$ cat src/rtl/float_to_fixed_pkg.sv
// Shared types and IEEE-754 format helpers for the float-to-fixed pipeline.
package float_to_fixed_pkg;

  typedef enum logic {
    RM_TRUNC = 1'b0,
    RM_RNE   = 1'b1
  } round_mode_e;

  typedef struct packed {
    logic ovf;
    logic nan;
  } lane_flags_t;

  function automatic int exp_w(input bit is_single);
    return is_single ? 8 : 11;
  endfunction

  function automatic int man_w(input bit is_single);
    return is_single ? 23 : 52;
  endfunction

  function automatic int bias(input bit is_single);
    return is_single ? 127 : 1023;
  endfunction

endpackage

$ cat src/rtl/float_to_fixed_lane.sv
// One lane of the converter: unpack/classify, align with guard/sticky,
// then round, negate and saturate. Stage enables come from the top.
module float_to_fixed_lane
  import float_to_fixed_pkg::*;
#(
  parameter int FLOAT      = 1,
  parameter int DATA_WIDTH = 20,
  parameter int FRAC_WIDTH = 12,
  localparam int IN_WIDTH  = (FLOAT != 0) ? 32 : 64
) (
  input  logic                  clk,
  input  logic                  rst,
  input  logic                  en1,
  input  logic                  en2,
  input  logic                  en3,
  input  logic [IN_WIDTH-1:0]   a,
  input  logic                  keep,
  input  round_mode_e           rm,
  output logic [DATA_WIDTH-1:0] out,
  output lane_flags_t           flags
);

  localparam int EW   = exp_w(FLOAT != 0);
  localparam int MW   = man_w(FLOAT != 0);
  localparam int BIAS = bias(FLOAT != 0);
  localparam int TW   = DATA_WIDTH + MW + 2;

  localparam logic [DATA_WIDTH+1:0] LIM     = (DATA_WIDTH+2)'(1) << (DATA_WIDTH - 1);
  localparam logic [DATA_WIDTH-1:0] MAX_POS = {1'b0, {(DATA_WIDTH-1){1'b1}}};
  localparam logic [DATA_WIDTH-1:0] MIN_NEG = {1'b1, {(DATA_WIDTH-1){1'b0}}};

  logic [EW-1:0] exp_f;
  logic [MW-1:0] frac_f;

  assign exp_f  = a[IN_WIDTH-2 -: EW];
  assign frac_f = a[MW-1:0];

  logic               s1_sign, s1_zero, s1_inf, s1_nan;
  logic [MW:0]        s1_mant;
  logic signed [15:0] s1_shift;

  // Subnormals are classed with zero so they flush without a flag.
  always_ff @(posedge clk) begin
    if (rst) begin
      s1_sign  <= 1'b0;
      s1_zero  <= 1'b0;
      s1_inf   <= 1'b0;
      s1_nan   <= 1'b0;
      s1_mant  <= '0;
      s1_shift <= '0;
    end else if (en1) begin
      s1_sign  <= a[IN_WIDTH-1];
      s1_zero  <= (exp_f == '0);
      s1_inf   <= (exp_f == '1) && (frac_f == '0);
      s1_nan   <= (exp_f == '1) && (frac_f != '0);
      s1_mant  <= {1'b1, frac_f};
      s1_shift <= 16'(int'(exp_f) - BIAS + FRAC_WIDTH);
    end
  end

  logic [DATA_WIDTH:0] mag_c;
  logic                guard_c, sticky_c, range_c;

  // shift is the weight of the hidden bit in LSB units; anything past
  // DATA_WIDTH is far beyond the saturation threshold.
  always_comb begin : align
    int            sh;
    int            sh2;
    int            r;
    logic [TW-1:0] wide;
    sh       = int'(s1_shift);
    sh2      = sh - MW;
    r        = MW - sh;
    wide     = '0;
    guard_c  = 1'b0;
    sticky_c = 1'b0;
    if (sh2 >= 0) begin
      wide = TW'(s1_mant) << sh2;
    end else begin
      wide = TW'(s1_mant) >> r;
      for (int j = 0; j <= MW; j++) begin
        if (j == r - 1)
          guard_c = guard_c | s1_mant[j];
        else if (j < r - 1)
          sticky_c = sticky_c | s1_mant[j];
      end
    end
    mag_c   = wide[DATA_WIDTH:0];
    range_c = (sh > DATA_WIDTH) || (|wide[TW-1:DATA_WIDTH+1]);
  end

  logic                s2_sign, s2_zero, s2_inf, s2_nan;
  logic [DATA_WIDTH:0] s2_mag;
  logic                s2_guard, s2_sticky, s2_range;

  always_ff @(posedge clk) begin
    if (rst) begin
      s2_sign   <= 1'b0;
      s2_zero   <= 1'b0;
      s2_inf    <= 1'b0;
      s2_nan    <= 1'b0;
      s2_mag    <= '0;
      s2_guard  <= 1'b0;
      s2_sticky <= 1'b0;
      s2_range  <= 1'b0;
    end else if (en2) begin
      s2_sign   <= s1_sign;
      s2_zero   <= s1_zero;
      s2_inf    <= s1_inf;
      s2_nan    <= s1_nan;
      s2_mag    <= mag_c;
      s2_guard  <= guard_c;
      s2_sticky <= sticky_c;
      s2_range  <= range_c;
    end
  end

  logic                  round_up;
  logic [DATA_WIDTH+1:0] rounded;
  logic [DATA_WIDTH-1:0] res_c;
  lane_flags_t           flags_c;

  assign round_up = (rm == RM_RNE) && s2_guard && (s2_sticky || s2_mag[0]);
  assign rounded  = {1'b0, s2_mag} + {{(DATA_WIDTH+1){1'b0}}, round_up};

  // Negative side may reach exactly LIM in magnitude; positive may not.
  always_comb begin
    res_c   = '0;
    flags_c = '0;
    if (!keep) begin
      res_c = '0;
    end else if (s2_nan) begin
      flags_c.nan = 1'b1;
    end else if (s2_zero) begin
      res_c = '0;
    end else if (s2_inf || s2_range || (s2_sign ? (rounded > LIM) : (rounded >= LIM))) begin
      res_c       = s2_sign ? MIN_NEG : MAX_POS;
      flags_c.ovf = 1'b1;
    end else begin
      res_c = s2_sign ? -rounded[DATA_WIDTH-1:0] : rounded[DATA_WIDTH-1:0];
    end
  end

  always_ff @(posedge clk) begin
    if (rst) begin
      out   <= '0;
      flags <= '0;
    end else if (en3) begin
      out   <= res_c;
      flags <= flags_c;
    end
  end

endmodule

$ cat src/rtl/float_to_fixed_pipe.sv
// Multi-lane float-to-fixed converter with a three-stage elastic pipeline
// and ready/valid flow control on both sides.
module float_to_fixed_pipe
  import float_to_fixed_pkg::*;
#(
  parameter int FLOAT       = 1,
  parameter int DATA_WIDTH  = 20,
  parameter int FRAC_WIDTH  = 12,
  parameter int PARALLELISM = 4,
  localparam int IN_WIDTH   = (FLOAT != 0) ? 32 : 64
) (
  input  logic                   clk,
  input  logic                   rst,
  input  logic                   round_mode,
  input  logic                   in_valid,
  output logic                   in_ready,
  input  logic                   in_tlast,
  input  logic [PARALLELISM-1:0] in_mask,
  input  logic [IN_WIDTH-1:0]    a [PARALLELISM],
  output logic [DATA_WIDTH-1:0]  out [PARALLELISM],
  output logic                   valid,
  input  logic                   ready,
  output logic                   tlast,
  output logic [PARALLELISM-1:0] tkeep,
  output logic [PARALLELISM-1:0] ovf,
  output logic [PARALLELISM-1:0] nan
);

  logic v1, v2, v3;
  logic en1, en2, en3;

  // A stage may load when it is empty or its successor is moving.
  assign en3      = !v3 || ready;
  assign en2      = !v2 || en3;
  assign en1      = !v1 || en2;
  assign in_ready = en1;
  assign valid    = v3;

  round_mode_e            rm1, rm2;
  logic [PARALLELISM-1:0] mask1, mask2;
  logic                   last1, last2;

  always_ff @(posedge clk) begin
    if (rst) begin
      v1    <= 1'b0;
      v2    <= 1'b0;
      v3    <= 1'b0;
      rm1   <= RM_TRUNC;
      rm2   <= RM_TRUNC;
      mask1 <= '0;
      mask2 <= '0;
      last1 <= 1'b0;
      last2 <= 1'b0;
      tkeep <= '0;
      tlast <= 1'b0;
    end else begin
      if (en1) begin
        v1    <= in_valid;
        rm1   <= round_mode_e'(round_mode);
        mask1 <= in_mask;
        last1 <= in_tlast;
      end
      if (en2) begin
        v2    <= v1;
        rm2   <= rm1;
        mask2 <= mask1;
        last2 <= last1;
      end
      if (en3) begin
        v3    <= v2;
        tkeep <= mask2;
        tlast <= last2;
      end
    end
  end

  lane_flags_t lane_flags [PARALLELISM];

  for (genvar i = 0; i < PARALLELISM; i++) begin : g_lane
    float_to_fixed_lane #(
      .FLOAT      (FLOAT),
      .DATA_WIDTH (DATA_WIDTH),
      .FRAC_WIDTH (FRAC_WIDTH)
    ) u_lane (
      .clk   (clk),
      .rst   (rst),
      .en1   (en1),
      .en2   (en2),
      .en3   (en3),
      .a     (a[i]),
      .keep  (mask2[i]),
      .rm    (rm2),
      .out   (out[i]),
      .flags (lane_flags[i])
    );
    assign ovf[i] = lane_flags[i].ovf;
    assign nan[i] = lane_flags[i].nan;
  end

endmodule

$ cat config.mk
export PLATFORM = sky130hd
export DESIGN_NAME = float_to_fixed_pipe
export DESIGN_NICKNAME = d
export VERILOG_FILES = /design/src/rtl/float_to_fixed_pkg.sv /design/src/rtl/float_to_fixed_lane.sv /design/src/rtl/float_to_fixed_pipe.sv
export SDC_FILE = /design/constraint.sdc
export NUM_CORES = 2
export LEC_CHECK = 0
export CAP_MARGIN = 20
export CORE_UTILIZATION = 60
export CTS_BUF_LIST = sky130_fd_sc_hd__clkbuf_8
export DETAILED_ROUTE_END_ITERATION = 10
export GPL_ROUTABILITY_DRIVEN = 0
export PLACE_DENSITY_LB_ADDON = 0.08
export SETUP_SLACK_MARGIN = 0.1
export SKIP_CTS_REPAIR_TIMING = 1
export SYNTH_ARGS = -nofsm -noshare
export SYNTH_HDL_FRONTEND = slang
export SYNTH_SLANG_ARGS = --single-unit
$ cat constraint.sdc
create_clock -name clk -period 6 [get_ports clk]
set_input_delay 0.6 -clock clk [delete_from_list [all_inputs] [get_ports clk]]
set_output_delay 0.6 -clock clk [all_outputs]
set_load 0.02 [all_outputs]
Word-level counts from Yosys, hierarchy flattened. Index checks and enable logic that the tools add are counted.

Mux-type cells: 532. Shift operators: 8. $add $sub $neg: 28. Reductions and logical operators: 58. Equal/unequal tests: 96. $lt $le $gt $ge: 112. Bitwise gates (word level): 184.

Operators by type and width (number): $eq 5x32->1 const A (32); $eq 6x32->1 const A (32); $lt 5x32->1 const A (32); $lt 6x32->1 const A (32); $eq 4x32->1 const A (16); $lt 4x32->1 const A (16); $mux 1 (500); $mux 20 (24); $eq 3x32->1 const A (8); $lt 3x32->1 const A (8); $or 1x1->1 (184); $mux 45 (4); $shl 24x32->45 (4); $shr 24x32->45 (4); $eq 2x32->1 const A (4); $ge 32x1->1 const B (4); $logic_not 32->1 (4); $lt 1x32->1 const A (4); $lt 2x32->1 const A (4); $sub 32x2->32 const B (4); $reduce_or 24->1 (4); $logic_not 23->1 (4); $reduce_bool 23->1 (4); $add 21x1->22 (4); 14 further kinds (82).

Input port bits: 138. Word-level logic and storage cells: 1097. Bits in registers: 396. Output and inout bits: 95.

Logic depth before layout (Yosys ltp).
Depth after elaboration: 98. Gate-level depth with buffers: 19. Mapped depth without buffers: 13.

Hierarchy. A second synthesis with hierarchy kept.

Cells, all modules: 4488. Area total of the unflattened synthesis: 34518.1 µm².

Modules (own cells, without submodules): float_to_fixed_lane (g_lane[0].u_lane ...) (sequential area each 1761.7 µm², area each 8418.1 µm², instances 2, cells an instance 1105); float_to_fixed_lane (g_lane[3].u_lane) (sequential area each 1761.7 µm², area each 8827.2 µm², instances 1, cells an instance 1083); float_to_fixed_lane (g_lane[2].u_lane) (sequential area each 1761.7 µm², area each 8092.8 µm², instances 1, cells an instance 1108); float_to_fixed_pipe (sequential area each 400.4 µm², area each 762.0 µm², instances 1, cells an instance 87).

Least setup slack after synthesis. OpenSTA, ideal clock, no wires.

Kind: register -> register. Start: register g_lane[0].u_lane.s1_shift[0]. End: register g_lane[0].u_lane.s2_range. Path buffers: 6. Cell stages (with the launch flop): 19. Required time: 5.858 ns. Period minus slack after synthesis: 4.843 ns. Data arrival time: 4.701 ns. Setup slack: 1.157 ns. Cells stage by stage: dfxtp_1 -> clkbuf_1 -> clkbuf_1 -> inv_1 -> clkbuf_1 -> clkbuf_1 -> buf_1 -> ha_1 -> clkbuf_1 -> clkinv_1 -> or3_1 -> nand2_1 -> a31o_2 -> o2111ai_1 -> o32a_1 -> or4_1 -> o311ai_0 -> a211o_1 -> a311oi_1.

Longest elaborated chain between the ends: 5. Elaborated cells on any way between the ends: 9.

Ends and longest elaborated chain: start, declared (line float_to_fixed_lane.sv:40) `logic signed [15:0] s1_shift;`; start signal, assigned (line float_to_fixed_lane.sv:57) `s1_shift <= 16'(int'(exp_f) - BIAS + FRAC_WIDTH);`; $sub 16x6->17 or $sub 6x16->17 (tied branches) (line float_to_fixed_lane.sv:72, float_to_fixed_lane.sv:73); $ge 32x1->1 (tied with other cells) (line float_to_fixed_lane.sv:77) `if (sh2 >= 0) begin`; $mux 45 (line float_to_fixed_lane.sv:77); $reduce_or 24->1 (line float_to_fixed_lane.sv:89) `range_c = (sh > DATA_WIDTH) || (|wide[TW-1:DATA_WIDTH+1]);`; $logic_or 1x1->1 (*) (line float_to_fixed_lane.sv:89); end signal, assigned (line float_to_fixed_lane.sv:114) `s2_range <= range_c;`; end, declared (line float_to_fixed_lane.sv:94) `logic s2_guard, s2_sticky, s2_range;`.

Every way passes the cells marked *; elsewhere a longest branch is shown, timed or not. A chain may end at the register's enable or synchronous reset.

Worst setup path in the final report.
Start: register g_lane[0].u_lane.s1_shift[3]. End: register g_lane[0].u_lane.s2_sticky.

Longest elaborated chain between the ends: 98. Elaborated cells on any way between the ends: 147.

Ends and longest elaborated chain: $sub 6x16->17 (line float_to_fixed_lane.sv:73) `r = MW - sh;`; $sub 32x2->32 (line float_to_fixed_lane.sv:82, float_to_fixed_lane.sv:84); $lt 1x32->1 (line float_to_fixed_lane.sv:84) `else if (j < r - 1)`; $mux 1 (line float_to_fixed_lane.sv:84); $mux 1 (line float_to_fixed_lane.sv:82) `if (j == r - 1)`; $mux 1 (line float_to_fixed_lane.sv:77); $or 1x1->1 (line float_to_fixed_lane.sv:85) `sticky_c = sticky_c | s1_mant[j];`; $mux 1 (line float_to_fixed_lane.sv:84); [82 not listed]; $or 1x1->1 (line float_to_fixed_lane.sv:85); $mux 1 (line float_to_fixed_lane.sv:84); $mux 1 (line float_to_fixed_lane.sv:82); $mux 1 (line float_to_fixed_lane.sv:77); $or 1x1->1 (line float_to_fixed_lane.sv:85); $mux 1 (line float_to_fixed_lane.sv:84); $mux 1 (line float_to_fixed_lane.sv:82); $mux 1 (*) (line float_to_fixed_lane.sv:77); end signal, assigned (line float_to_fixed_lane.sv:113) `s2_sticky <= sticky_c;`; end, declared (line float_to_fixed_lane.sv:94).

Every way passes the cells marked *; elsewhere a longest branch is shown, timed or not. The select of a mux whose other input is x is not followed.

==> impl_results.md <==
- Status: finished clean
- Routed WL per cell: 20.72 microns
- Finish-stage setup viols: 0
- H-tree depth: 3
- Initial core utilization: 0.6093
- Req. time, crit path: 6560 ps
- Fin area: 0.03872 sq mm
- Root Buffer: clkbuf_8
- Io pins: 233
- CTS tree: built
- Crit. Startpoint: g_lane[0].u_lane.s1_shift[3]
- Most frequent cell after synthesis: nand2_1
- Peak VDD IR: 165.2 uV
- CP Launch Type: flip-flop
- Antenna Nets Post-Route: 0
- Final core occ: 0.6699
- Max Cap Viol: 0
- Initial antenna violation count: 1
- Mean post-synth cell area: 7.098 sq um
- Clock sinks: 389
- # rows: 88
- Yosys warns: 0
- DR vias: 38640
- Vias in the first global route: 33690
- Top cells by count, synth: 783 x nand2_1, 472 x a21oi_1, 429 x nor2_1, 401 x clkbuf_1, 389 x dfxtp_1
- Share of layout cells above drive strength 1: 0.06903
- Synth Net Count: 5157
- Fin crit share: 0.8058
- Clock buffer depth: 3
- Clk Latency, worst-skew pair: 680 ps
- Cell variety after synth: 96
- GRT Util Overall: 0.3777
- Synth area leaders: dfxtp_1 22%, nand2_1 8.3%, mux2i_1 7.3%
- Chip width: 244.3 microns
- Synth Instances: 4962
- Seq/Total Area, Yosys: 0.2211
- Clock slew at reported path FFs: 70 ps
- FFs w/ async S/R, synth: 0
- R2r worst-path depth: 11
- Reg2reg start: g_lane[0].u_lane.s1_shift[3]
- Total routed wirelength: 117600 microns
- R2r endpoint: g_lane[0].u_lane.s2_sticky
- Fillcell total: 5186
- FF+latch count, synth: 389
- CTS Buf Count: 69
- Final HPWL DP: 83940 microns
- Worst setup EP type: flip-flop
- Area of the multi-input gates: 0.02547 sq mm
- Tmin final: 4835 ps
- Worst Hold End: tlast
- Gr ovfl total: 0
- Setup TNS: 0 ps
- Die area: 0.05968 sq mm
- I/O Buffers: 232
- CP Max Fanout: 37
- M1 GR Usage: 0.5488
- Met2 Use GR: 0.5442
- Reg2reg setup slack: 1170 ps
- RSZ-0062 raised after global routing: false
- DIE HEIGHT: 244.3 microns
- EDFF count, synth: 0
- Drt pass-1 iters: 6
- Vias per cell: 6.807
- Leak: 14.49 nW
- Grt met3 use: 0.08308
- First-pass GRT wire length: 185300 microns
- Cell Area, Synth: 0.03522 sq mm
- GR peak layer: met1
- Power per standard cell area: 202.1 mW/mm^2
- Nets: 5057
- Worst Skew: 38.63 ps
- Synth top area share: 0.2211
- Register Area: 0.007795 sq mm
- Worst hold path class: in -> reg
- Final Hold Vio Count: 0
- P&R area growth vs syn: 9.939%
- Worst Hold Depth: 2
- Synth area leader: dfxtp_1
- Worst hold path startpoint: rst
- Pins Over Slew Limit: 0
- DRC: 0
- Critical Path AT: 5400 ps
- Worst Max-Slew Pin Slew: 1025 ps
- CORE AREA: 0.05781 sq mm
- Iteration-0 DRC Markers: 5160
- Relative slew slack: 0.3164
- Fmax: 206.8 MHz
- Post-DP Area: 0.03733 sq mm
- Predominant post-synthesis flop cell: dfxtp_1
- Largest net degree at the start of global routing: 96
- Crit Path Category: reg -> reg
## metrics by stage
step	hold WS, ps	power (W)	setup slack, ps	instances
after floorplan	432.0	0.004573	1157	4962
after global placement	433.4	0.005203	1446	5555
after detailed placement	440.5	0.005230	1296	5555
after CTS	357.8	0.007754	1309	5675
after global routing	409.3	0.008153	848.1	5677
final	394.5	0.007825	1165	5677
## routing by layer
metal	part of all wire	wire [microns]
met3	0.13	15160
met2	0.41	48600
met4	0.034	4028
met1	0.42	49830
met5	0	0
## area by class of cell
class | instances | area share
flip-flops and latches | 389 | 0.2013
multi-input cells | 4026 | 0.6577
clock buffers | 81 | 0.02879
diodes | 1 | 0.00006462
repair buffers | 299 | 0.07302
well taps | 765 | 0.02472
clock inverters | 39 | 0.006882
inverters | 77 | 0.007529
## flip-flops by register name, indices dropped and copies added (netlist names), 4 cells and up
signal                   flops
g_lane.u_lane.s1_mant       93
g_lane.u_lane.s2_mag        84
g_lane.u_lane.out           80
g_lane.u_lane.s1_shift      60
g_lane.u_lane.flags          8
g_lane.u_lane.s1_inf         4
g_lane.u_lane.s1_nan         4
g_lane.u_lane.s1_sign        4
g_lane.u_lane.s1_zero        4
g_lane.u_lane.s2_guard       4
g_lane.u_lane.s2_inf         4
g_lane.u_lane.s2_nan         4
g_lane.u_lane.s2_range       4
g_lane.u_lane.s2_sign        4
g_lane.u_lane.s2_sticky      4
g_lane.u_lane.s2_zero        4
mask1                        4
mask2                        4
tkeep                        4
## cell usage in the layout, fill, tap and decap left out, drive strengths merged, types with 45 or more instances in the layout
master           n
nand2          784
a21oi          473
nor2           429
dfxtp          389
mux2i          256
o21ai          249
clkdlybuf4s50  231
nand3          190
nor3           175
xnor2          120
a211oi         115
inv             92
xor2            87
clkbuf          82
nand4           67
buf             67
mux4            66
a31oi           61
ha              57
nor4            55
o211ai          50
o31ai           48
and3            48
o22ai           45
## logic make-up after synthesis
| family | count (synthesis) | synth area share |
|---|---|---|
| simple gates | 1995 | 0.2621 |
| fa+ha+maj | 57 | 0.02025 |
| compound gates | 1404 | 0.2575 |
| xor+xnor | 207 | 0.05147 |
| buf+inv | 547 | 0.05950 |
| flops | 389 | 0.2211 |
| mux | 363 | 0.1281 |
## how the worst max path moves through the flow
stage | endpoint | slack, ps | cells after the start
4_1_cts | g_lane[0].u_lane.s2_sticky | 1310 | 11
3_5_place_dp | g_lane[0].u_lane.s2_sticky | 1300 | 11
3_3_place_gp | g_lane[0].u_lane.s2_sticky | 1450 | 12
6_report | g_lane[0].u_lane.s2_sticky | 1170 | 11
5_1_grt | g_lane[0].u_lane.s2_sticky | 850 | 11
2_1_floorplan | g_lane[0].u_lane.s2_range | 1160 | 18
## where the power goes
part | switching (W) | internal (W)
logic | 0.00146 | 0.000898
clock network | 0.00119 | 0.00136
registers | 0.000247 | 0.00268
total | 0.00289 | 0.00493
## critical path: stages, from the launching register on
cell,delay [ps]
dfxtp_1,330
buf_4,350
clkinv_1,390
ha_1,800
inv_1,290
xnor2_1,620
nand2b_1,210
or3_4,430
or3_1,330
a2111o_1,430
o31a_1,300
o31a_1,230
No activity file was read; power rests on OpenSTA's default activity.
==> patch, RTL diff (same flow settings) <==
Add an input register stage for `round_mode`, cleared by the reset; this delays it by one clock. The other inputs are not delayed to match.
--- a/src/rtl/float_to_fixed_pipe.sv
+++ b/src/rtl/float_to_fixed_pipe.sv
@@ -27,2 +27,12 @@
 );
+
+  logic round_mode_q;
+
+  always_ff @(posedge clk) begin
+    if (rst) begin
+      round_mode_q <= '0;
+    end else begin
+      round_mode_q <= round_mode;
+    end
+  end
 
@@ -58,3 +68,3 @@
         v1    <= in_valid;
-        rm1   <= round_mode_e'(round_mode);
+        rm1   <= round_mode_e'(round_mode_q);
         mask1 <= in_mask;
Check against the original RTL: not settled (the Yosys comparison gave no result); the edit may change what the design does.
==> patch against the original RTL <==
Sequential cell count increased by 1; setup slack improved by 0.11 ns; wire length is 0.79% lower; fmax rose by 2.3%; total power is 1.5% higher; area after synthesis increased by 0.17%; design area rose by 0.39%; critical endpoint is now g_lane[3].u_lane.s2_sticky; largest power group unchanged; highest routed layer is now met5.
==> patch: results (changes against the original RTL) <==
- GR Util met3: 7.57% (was 8.31%)
- Inserted Clock Buffers: 70 (was 69)
- Routed via count divided by cell count: 6.73 (was 6.81)
- Worst r2r path cells: 13 (was 11)
- Sequential-to-total area share from yosys stat: 22.1% (about the same)
- HPWL after detailed placement: 82900 um (was 83900 um)
- Max rail drop VDD: 0.000200 V (was 0.000165 V)
- Fraction of final layout cells sized beyond drive strength 1: 7.18% (was 6.90%)
- Metal2 WL: 51100 um (was 48600 um)
- R2R Setup Slk: 1.28 ns (was 1.17 ns)
- Worst-path fanout max: 34 (was 37)
- Synth Area in XOR/XNOR: 4.72% (was 5.15%)
- Worst min-delay path category: in -> reg (unchanged)
- Detailed-route wire length on metal 1: 47700 um (was 49800 um)
- Largest delay share family, worst path: compound AO/OA/AOI/OAI gates (was buffers and inverters)
- Number of distinct library cell variants in the gate-level netlist after synthesis: 99 (was 96)
- Outcome: finished clean (unchanged)
- Via Count: 38700 (was 38600)
- Internal: 5040 uW (was 4930 uW)
- Pre-CTS setup slack: 1.36 ns (was 1.30 ns)
- Met3 Routed Length: 11700 um (was 15200 um)
- Crit. Startpoint: g_lane[3].u_lane.s1_shift[3] (was g_lane[0].u_lane.s1_shift[3])
- Number of buffers between clock root and the deepest sink: 3 (unchanged)
- Clock insertion delay at the later pin of the skew report: 0.70 ns (was 0.68 ns)
- Syn Nets: 5242 (was 5157)
- Met2 layer usage reported by global route: 58.4% (was 54.4%)
- Wire length of the first global-routing pass: 185000 um (about the same)
- Cells taking the most area after synthesis: sky130_fd_sc_hd__dfxtp_1, sky130_fd_sc_hd__nand2_1, sky130_fd_sc_hd__a21oi_1 (was sky130_fd_sc_hd__dfxtp_1, sky130_fd_sc_hd__nand2_1, sky130_fd_sc_hd__mux2i_1)
- Synthesized area per cell: 6.99 um2 (was 7.10 um2)
- Worst-margin pin slew: 1.07 ns (was 1.03 ns)
- Last element of the critical path: g_lane[3].u_lane.s2_sticky (was g_lane[0].u_lane.s2_sticky)
- Placed Cells: 5629 (was 5555)
- Cell area after placement: 37400 um2 (was 37300 um2)
- Tot GR Track Use: 37.7% (was 37.8%)
- Top Layer Used: met5 (was met4)
- Commonest cells in the synthesized netlist: sky130_fd_sc_hd__nand2_1, sky130_fd_sc_hd__a21oi_1, sky130_fd_sc_hd__nor2_1 (unchanged)
- Multiplexer area fraction after synthesis: 11.9% (was 12.8%)
- Met1 usage in global routing: 49.9% (was 54.9%)
- Worst-case clock skew: 0.0334 ns (was 0.0386 ns)
- Post-layout nets: 5132 (was 5057)
- Synth Area in Adders: 2.05% (was 2.02%)
- Detailed Routing Iterations Pass 1: 8 (was 6)
- Synth Area in Compound Gates: 27.0% (was 25.8%)
- DR iter-0 viols: 4562 (was 5160)
- Number of antenna violations at the first check in global routing: 4 (was 1)
- Slowest cell delay on critical path: 0.58 ns (was 0.80 ns)
- Leakage power: 0.0143 uW (was 0.0145 uW)
- Slack of the critical path: 1.28 ns (was 1.17 ns)
[patch: cell types whose count changed after synthesis, moves of 14 or more]
cell	unedited run	this run
sky130_fd_sc_hd__a32oi_1	38	20
sky130_fd_sc_hd__nand2_1	783	823
sky130_fd_sc_hd__xor2_1	87	73
sky130_fd_sc_hd__mux2i_1	256	219
sky130_fd_sc_hd__a21oi_1	472	527
sky130_fd_sc_hd__nand3_1	190	204
sky130_fd_sc_hd__nand4_1	67	44
sky130_fd_sc_hd__o21ai_0	247	324
sky130_fd_sc_hd__nand2b_1	30	16
[patch: kinds of logic after synthesis]
logic type / count (synthesis)
compound gates: 1506
xor+xnor: 190
fa+ha+maj: 58
buf+inv: 561
flops: 390
mux: 329
simple gates: 2013
[patch: how the worst min path moves through the flow]
stage / from / end / slack [ns] / cells past startpoint
3_5_place_dp: g_lane[2].u_lane.out[15] / g_lane[2].u_lane.out[15] / 0.44 / 2
2_1_floorplan: round_mode_q / rm1 / 0.42 / 2
5_1_grt: rst / g_lane[1].u_lane.s2_mag[19] / 0.44 / 2
6_report: rst / g_lane[1].u_lane.out[19] / 0.42 / 2
4_1_cts: rst / g_lane[1].u_lane.s1_inf / 0.41 / 2
3_3_place_gp: round_mode_q / rm1 / 0.43 / 2
[patch: layout make-up]
type                            instances  area [um2]
Fill cell                            5308       19000
Antenna cell                            3        7.51
Sequential cell                       390        7810
Multi-Input combinational cell       4096       25500
Clock buffer                           89        1220
Tap cell                              765         957
Timing Repair Buffer                  294        2830
Clock inverter                         30         239
Inverter                               85         322
[patch: power groups by stage]
stage          clock, uW  combinational [uW]  sequential (uW)
2_1_floorplan          0                1770             2800
3_3_place_gp           0                2250             2940
3_5_place_dp           0                2270             2950
4_1_cts             2710                2280             2890
5_1_grt             2830                2550             2910
6_report            2680                2360             2900
